File: src/rtl/spi_controller_if.sv
// Request port of the SPI frame initiator: one register command per valid/ready handshake.
interface spi_controller_if;
  logic       req_valid;
  logic       req_ready;
  logic       req_rw;
  logic [6:0] req_addr;
  logic [7:0] req_data;

  modport master (output req_valid, req_rw, req_addr, req_data, input req_ready);
  modport slave  (input req_valid, req_rw, req_addr, req_data, output req_ready);
endinterface

File: src/rtl/spi_controller.sv
// SPI mode-0 initiator: serialises {rw, addr[6:0], data[7:0]} MSB-first as one 16-bit frame
// per accepted command, with a programmable SCLK half-period and post-frame nCS gap.
module spi_controller #(
  parameter int CLK_DIV    = 4,
  parameter int GAP_CYCLES = 8
) (
  input  logic             clk,
  input  logic             rst_n,
  spi_controller_if.slave  req,
  output logic             sclk,
  output logic             copi,
  output logic             ncs,
  output logic             busy,
  output logic             done
);

  typedef enum logic [2:0] {IDLE, SETUP, HIGH, LOW, GAP} state_t;

  localparam logic [7:0] DIV_RELOAD = 8'(CLK_DIV - 1);
  localparam logic [7:0] GAP_RELOAD = 8'(GAP_CYCLES - 1);

  state_t      state_q, state_d;
  logic [7:0]  div_q, div_d;
  logic [4:0]  bit_q, bit_d;
  logic [15:0] shift_q, shift_d;
  logic        sclk_q, sclk_d;
  logic        copi_q, copi_d;
  logic        ncs_q, ncs_d;
  logic        busy_q, busy_d;
  logic        done_q, done_d;
  logic        div_zero;
  logic        framing;

  assign div_zero      = (div_q == 8'd0);
  assign req.req_ready = (state_q == IDLE);
  assign sclk          = sclk_q;
  assign copi          = copi_q;
  assign ncs           = ncs_q;
  assign busy          = busy_q;
  assign done          = done_q;

  always_ff @(posedge clk or negedge rst_n) begin
    if (!rst_n) begin
      state_q <= IDLE;
      div_q   <= 8'd0;
      bit_q   <= 5'd0;
      shift_q <= 16'd0;
      sclk_q  <= 1'b0;
      copi_q  <= 1'b0;
      ncs_q   <= 1'b1;
      busy_q  <= 1'b0;
      done_q  <= 1'b0;
    end else begin
      state_q <= state_d;
      div_q   <= div_d;
      bit_q   <= bit_d;
      shift_q <= shift_d;
      sclk_q  <= sclk_d;
      copi_q  <= copi_d;
      ncs_q   <= ncs_d;
      busy_q  <= busy_d;
      done_q  <= done_d;
    end
  end

  // Divider reloads on every state entry and counts down to zero within the state.
  always_comb begin
    state_d = state_q;
    div_d   = div_q - 8'd1;
    bit_d   = bit_q;
    shift_d = shift_q;
    case (state_q)
      IDLE: begin
        div_d = div_q;
        if (req.req_valid) begin
          state_d = SETUP;
          div_d   = DIV_RELOAD;
          bit_d   = 5'd0;
          shift_d = {req.req_rw, req.req_addr, req.req_data};
        end
      end
      SETUP: begin
        if (div_zero) begin
          state_d = HIGH;
          div_d   = DIV_RELOAD;
        end
      end
      HIGH: begin
        if (div_zero) begin
          state_d = LOW;
          div_d   = DIV_RELOAD;
          shift_d = {shift_q[14:0], 1'b0};
          if (bit_q != 5'd16) bit_d = bit_q + 5'd1;
        end
      end
      LOW: begin
        if (div_zero) begin
          if (bit_q == 5'd16) begin
            state_d = GAP;
            div_d   = GAP_RELOAD;
          end else begin
            state_d = HIGH;
            div_d   = DIV_RELOAD;
          end
        end
      end
      GAP: begin
        if (div_zero) begin
          state_d = IDLE;
          div_d   = 8'd0;
        end
      end
      default: begin
        state_d = IDLE;
        div_d   = 8'd0;
      end
    endcase
  end

  // Outputs follow the next state so every pin is a flop aligned with its state.
  always_comb begin
    framing = (state_d == SETUP) || (state_d == HIGH) || (state_d == LOW);
    ncs_d   = !framing;
    sclk_d  = (state_d == HIGH);
    copi_d  = framing && shift_d[15];
    busy_d  = (state_d != IDLE);
    done_d  = (state_d == GAP) && (state_q != GAP);
  end

endmodule

File: src/flat_wrapper.sv
// flat-port wrapper written by rule: the top's interface ports become plain ports
module spi_controller_flat 
#(
  parameter int CLK_DIV    = 4,
  parameter int GAP_CYCLES = 8
)
  (clk, rst_n, sclk, copi, ncs, busy, done, req_req_valid, req_req_rw, req_req_addr, req_req_data, req_req_ready);
  spi_controller_if req_i ();
  input  logic clk;
  input  logic rst_n;
  output logic sclk;
  output logic copi;
  output logic ncs;
  output logic busy;
  output logic done;
  input wire logic [$bits(req_i.req_valid)-1:0] req_req_valid;
  input wire logic [$bits(req_i.req_rw)-1:0] req_req_rw;
  input wire logic [$bits(req_i.req_addr)-1:0] req_req_addr;
  input wire logic [$bits(req_i.req_data)-1:0] req_req_data;
  output wire logic [$bits(req_i.req_ready)-1:0] req_req_ready;
  assign req_i.req_valid = req_req_valid;
  assign req_i.req_rw = req_req_rw;
  assign req_i.req_addr = req_req_addr;
  assign req_i.req_data = req_req_data;
  assign req_req_ready = req_i.req_ready;
  spi_controller #(.CLK_DIV(CLK_DIV), .GAP_CYCLES(GAP_CYCLES)) u_core (.clk(clk), .rst_n(rst_n), .req(req_i), .sclk(sclk), .copi(copi), .ncs(ncs), .busy(busy), .done(done));
endmodule
File: config.mk
export PLATFORM = sky130hd
export DESIGN_NAME = spi_controller_flat
export DESIGN_NICKNAME = d
export VERILOG_FILES = /design/src/rtl/spi_controller_if.sv /design/src/rtl/spi_controller.sv /design/src/flat_wrapper.sv
export SDC_FILE = /design/constraint.sdc
export NUM_CORES = 1
export LEC_CHECK = 0
export BUFFER_PORTS_ARGS = -buffer_cell sky130_fd_sc_hd__buf_2
export CAP_MARGIN = 5
export CORE_MARGIN = 2
export CORE_UTILIZATION = 56
export DETAILED_ROUTE_END_ITERATION = 8
export PLACE_DENSITY = 0.83
export SLEW_MARGIN = 5
export SYNTH_ARGS = -nofsm -noshare
export SYNTH_HDL_FRONTEND = slang
export SYNTH_SLANG_ARGS = --single-unit
File: constraint.sdc
create_clock -name clk -period 2.7 [get_ports clk]
set_input_delay 0.405 -clock clk [delete_from_list [all_inputs] [get_ports clk]]
set_output_delay 0.405 -clock clk [all_outputs]
set_load 0.005 [all_outputs]
== Word level (Yosys, flattened, before mapping) ==
Index checks and enable logic that the tools add are counted.
Operators by class
  add/subtract/negate cells: 2
  eq/ne operators: 14
  muxes and demuxes: 20
  reduce and logical (&&, ||, !) cells: 12
Operator list (number)
  16-bit 2-to-1 mux: 2
  8-bit 2-to-1 mux: 4
  16-bit case mux with 2 select lines: 1
  8-bit case mux with 4 select lines: 1
  3-bit 2-to-1 mux: 7
  5-bit 2-to-1 mux: 3
  3-bit case mux with 5 select lines: 1
  3-bit by 2-bit equality test with 1-bit output, second input constant: 4
  5-bit case mux with 2 select lines: 1
  8-bit logical NOT: 1
  8-bit by 1-bit subtractor with 8-bit output, second input constant: 1
  3-bit by 1-bit equality test with 1-bit output, second input constant: 2
  3-bit equality test, second input constant: 2
  5-bit by 1-bit adder with 5-bit output, second input constant: 1
  5-bit equality test, second input constant: 1
  5-bit inequality test, second input constant: 1
  2-bit by 1-bit inequality test with 1-bit output, second input constant: 2
  4-bit AND reduction: 1
  3-bit logical NOT: 1
  3-bit inequality test, second input constant: 1
  3-bit AND reduction: 1
  3-bit nonzero test: 1
  1-bit logical AND: 2
  1-bit logical OR: 2
  4 further kinds: 4
Word-level totals
  flip-flop bits (word level): 37
  bits of input ports: 19
  output and inout bits: 6
  word-level logic and storage cells: 58

== Logic depth before layout (Yosys ltp) ==
  depth after elaboration: 8
  mapped depth: 8
  gate-level depth less buffers: 6

== Least setup slack after synthesis ==
Ideal clock, no wire load.
  kind: reg2reg
  start: register u_core.div_q[0]
  end: register u_core.shift_q[10]
  library setup time: 118 ps
  data arrival time: 1995 ps
  data required time: 2582 ps
  path slack: 587 ps
  cell stages (with the launch flop): 9
  path buffers: 2
  clock period less this slack: 2113 ps
  cells stage by stage: dfrtp_1 -> inv_1 -> ha_1 -> or3b_2 -> clkbuf_1 -> nor3_4 -> nor2_2 -> buf_2 -> a21o_1
On the way
  longest elaborated chain between the ends: 3
RTL lines
  from (decl): line spi_controller.sv:23  | logic [7:0] div_q, div_d;
  from (signal assigned): line spi_controller.sv:55  | div_q <= div_d;
  8-bit logical NOT: line spi_controller.sv:34  | assign div_zero = (div_q == 8'd0);
  2-bit by 1-bit inequality test with 1-bit output (no line)
  3-bit AND reduction (no line)
  to (signal assigned): line spi_controller.sv:57  | shift_q <= shift_d;
  to (decl): line spi_controller.sv:25  | logic [15:0] shift_q, shift_d;
Every way passes these cells.
A chain may end at the register's enable or synchronous reset.

== Worst setup path after layout ==
  start: register u_core.div_q[0]
  end: register u_core.bit_q[0]
On the way
  longest elaborated chain between the ends: 3
RTL lines
  8-bit logical NOT: line spi_controller.sv:34
  2-bit by 1-bit inequality test with 1-bit output (no line)
  4-bit AND reduction (no line)
  to (signal assigned): line spi_controller.sv:56  | bit_q <= bit_d;
  to (decl): line spi_controller.sv:24  | logic [4:0] bit_q, bit_d;
Every way passes these cells.

==> reports/qor.tcl <==
set qor(arrival_ns) 2.46
set qor(final_common_cell) {sky130_fd_sc_hd__dfrtp_1}
set qor(clkSlewWorstSetupHoldPaths_ns) 0.11
set qor(mostFrequentLayoutCells) {sky130_fd_sc_hd__dfrtp_1, sky130_fd_sc_hd__buf_2, sky130_fd_sc_hd__a21o_1, sky130_fd_sc_hd__nand2_1, sky130_fd_sc_hd__a22o_1}
set qor(cts_made_buffers) 5
set qor(setup.worst_path.class) {flip-flop to flip-flop}
set qor(horizontal_die_dimension_um) 61.8
set qor(post-route-min-period_ns) 2.21
set qor(crit_fanout) 6
set qor(postSynthRegisterBits) 37
set qor(grt-ovfl-total) 0
set qor(critPathLaunchType) {flip-flop}
set qor(p_switching_uw) 756
set qor(grt_pass1_wl_mm) 6.76
set qor(grt_setup_unrepaired) {no}
set qor(placeableCoreArea_um2) 3130
set qor(pwr-share-seq_pct) 50.6
set qor(slew_at_the_pin_with_the_worst_max_slew_slack_ns) 0.780
set qor(die_y_um) 61.8
set qor(hold_viol_final) 0
set qor(ys.flop_type) {sky130_fd_sc_hd__dfrtp_1}
set qor(dp_hpwl_mm) 2.85
set qor(instances_no_fill) 249
set qor(top_level_ports) 25
set qor(maximum_vdd_ir_drop_uv) 618
set qor(maxCapViolCount) 0
set qor(powerDensity_nw_per_um2) 942
set qor(synthArstFlopShare_pct) 100
set qor(dr.pass1.iters) 4
set qor(mappedNetlistNets) 200
set qor(final_core_utilization_pct) 66.7
set qor(max_clock_freq_mhz) 452
set qor(routed_wl_mm) 4.09
set qor(p_clk_share_pct) 14.5
set qor(clock-root-buffer) {sky130_fd_sc_hd__clkbuf_4}
set qor(dieArea_um2) 3820
set qor(ys_warn_count) 0
set qor(drt-vias-per-instance) 6.22
set qor(area_occupied_by_multi_input_gates_um2) 870
set qor(finalWeightedCongestion) 0.823
set qor(initial_utilization_pct) 59.8
set qor(dr_total_vias) 1549
set qor(post_synth_num_cell_types) 44
set qor(period_share_pct) 82.0
set qor(synthesis.instances) 178
set qor(finalSetupViolCount) 0
set qor(cts_tree) {built}
set qor(nets) 226
set qor(grt_start_max_net_pins) 38
set qor(hp-class) {primary input to asynchronous set/reset pin}
set qor(rows) 20
set qor(finalSetupTns_ns) 0
set qor(drt_iter0_markers) 88
set qor(num_antenna_cells) 0
set qor(leak_nw) 1.06
set qor(timing.slew.headroom_pct) 48.0
set qor(hold_fix_buffer_count_after_cts) 0
set qor(outcome) {finished, final reports clean}
set qor(place_area_um2) 2040
set qor(fin_area_um2) 2090
set qor(synthesis.area_per_instance_um2) 10.5
set qor(combinationalPowerShare_pct) 34.9
set qor(power.switching_fraction_pct) 38.5
set qor(worstSkewPairLatency_ns) 0.36
set qor(port-buffer-count) 24
set qor(internal-power_mw) 1.21
set qor(clock_skew_ns) 0.0102
set qor(place.detailed.instances) 241
set qor(timing.critical_path.required_ns) 2.95
set qor(ant_nets) 0
set qor(post_cts_setup_buffers) 0
set qor(drt_drc_violations_left) 0
set qor(antenna_violations_before_repair) 0
set qor(cts_resized) 0
set qor(seq_area_frac_synth_pct) 49.5
set qor(synth_enable_flop_cells) 0
set qor(mappedNetlistArea_um2) 1870
set qor(cts.sinks) 37
set qor(number_of_filler_cells_placed_in_the_layout) 251
set qor(clk_path_buf_depth) 2
set qor(area_delta_synth_final_pct) 11.5
set qor(register_area_um2) 927
set qor(clock_tree.htree_level_count) 2
set qor(track_usage_pct) 24.8
set qor(final_max_slew_viol_count) 0
set qor(critPathCaptureType) {flip-flop}
set qor(totalPowerFinal_mw) 1.97
set qor(drt-wirelength-per-cell_um) 16.4
set qor(via_count_of_the_first_global_routing_pass) 1491
set qor(share_of_layout_cells_above_drive_strength_1_pct) 22.0
-- flip-flops by register name, indices dropped and copies added (netlist names) --
name	cells
u_core.ncs	1
u_core.copi	1
u_core.div_q	8
u_core.sclk	1
u_core.busy	1
u_core.done	1
u_core.bit_q	5
u_core.shift_q	16
u_core.state_q	3
-- final cells by class --
cell class / instances / area share (%)
Multi-Input combinational cell: 124 / 41.7
Tap cell: 44 / 2.64
Clock buffer: 6 / 1.98
Timing Repair Buffer: 29 / 7.55
Inverter: 7 / 1.26
Sequential cell: 37 / 44.4
Clock inverter: 2 / 0.480
-- cells by family (layout without fill, tap and decap cells) --
kind of cell / after synthesis / after routing / synth area share [%]
AOI/OAI and AO/OA: 58 / 58 / 23.1
xor gates and xnor gates: 1 / 1 / 0.468
adders and majority gates: 3 / 3 / 2.01
buffers and inverters: 17 / 44 / 4.01
DFF: 37 / 37 / 49.5
muxes: 7 / 7 / 3.88
and+or+nand+nor: 55 / 55 / 17.0
-- cell usage after synthesis (all sizes together), types with 2 or more instances --
cell,number,share of area [%]
nand2b,3,1.0
inv,7,1.4
nor2,9,1.9
nor4,3,1.0
or3b,2,0.94
nand4,3,1.0
o21a,2,0.80
mux2i,5,2.7
nor3,5,1.9
o21ai,6,1.6
clkbuf,6,1.2
o31ai,2,0.80
or4b,2,1.1
a21oi,4,1.1
a21o,17,6.8
buf,4,1.4
ha,3,2.0
a22o,16,7.5
dfrtp,36,48
a211oi,2,0.80
o211ai,2,0.80
or4,3,1.2
or3,2,0.67
nand2,16,3.2
mux2,2,1.2
nor3b,2,0.80
a31oi,2,0.67
-- critical path: stages, from the launching register on --
cell                      delay, ns
sky130_fd_sc_hd__dfrtp_1       0.44
sky130_fd_sc_hd__inv_1         0.08
sky130_fd_sc_hd__ha_1          0.18
sky130_fd_sc_hd__or3b_2        0.55
sky130_fd_sc_hd__nor4_1        0.46
sky130_fd_sc_hd__nor2_1        0.12
sky130_fd_sc_hd__mux2_2        0.28
-- metrics by stage --
step	setup WS [ns]	hold slack, ns
floorplan	0.587	0.109
global placement	0.615	0.459
detailed placement	0.522	0.466
CTS	0.489	0.148
global route	0.348	0.186
finish	0.485	0.111
-- worst paths after layout --
path                       slack (ns)         startpoint                end  depth (start not counted)
max                              0.49    u_core.div_q[0]    u_core.bit_q[0]                          6
min                              0.11              rst_n        u_core.done                          1
max reg2reg                      0.49    u_core.div_q[0]    u_core.bit_q[0]                          6
min reg2reg                      0.49  u_core.shift_q[9]  u_core.shift_q[9]                          1
max in group asynchronous        2.08              rst_n    u_core.div_q[5]                          1
min in group clk                 0.28    req_req_data[0]  u_core.shift_q[0]                          3
-- per-layer routing --
metal	GRT usage, %	vias to the layer above	share of wire [%]
li1	-	719	-
met1	31.7	757	43
met2	38.5	61	49
met3	6.83	12	5.4
met4	13.1	0	2.3
met5	0	-	0
-- power by group through the flow --
stage	clock network, mW	registers, mW	logic, mW
finish	0.285	0.995	0.687
floorplan	0	0.918	0.538
global route	0.310	1.03	0.762
CTS	0.289	0.986	0.686
detailed placement	0	1.00	0.674
global placement	0	0.971	0.624
No activity file was read; power rests on OpenSTA's default activity.
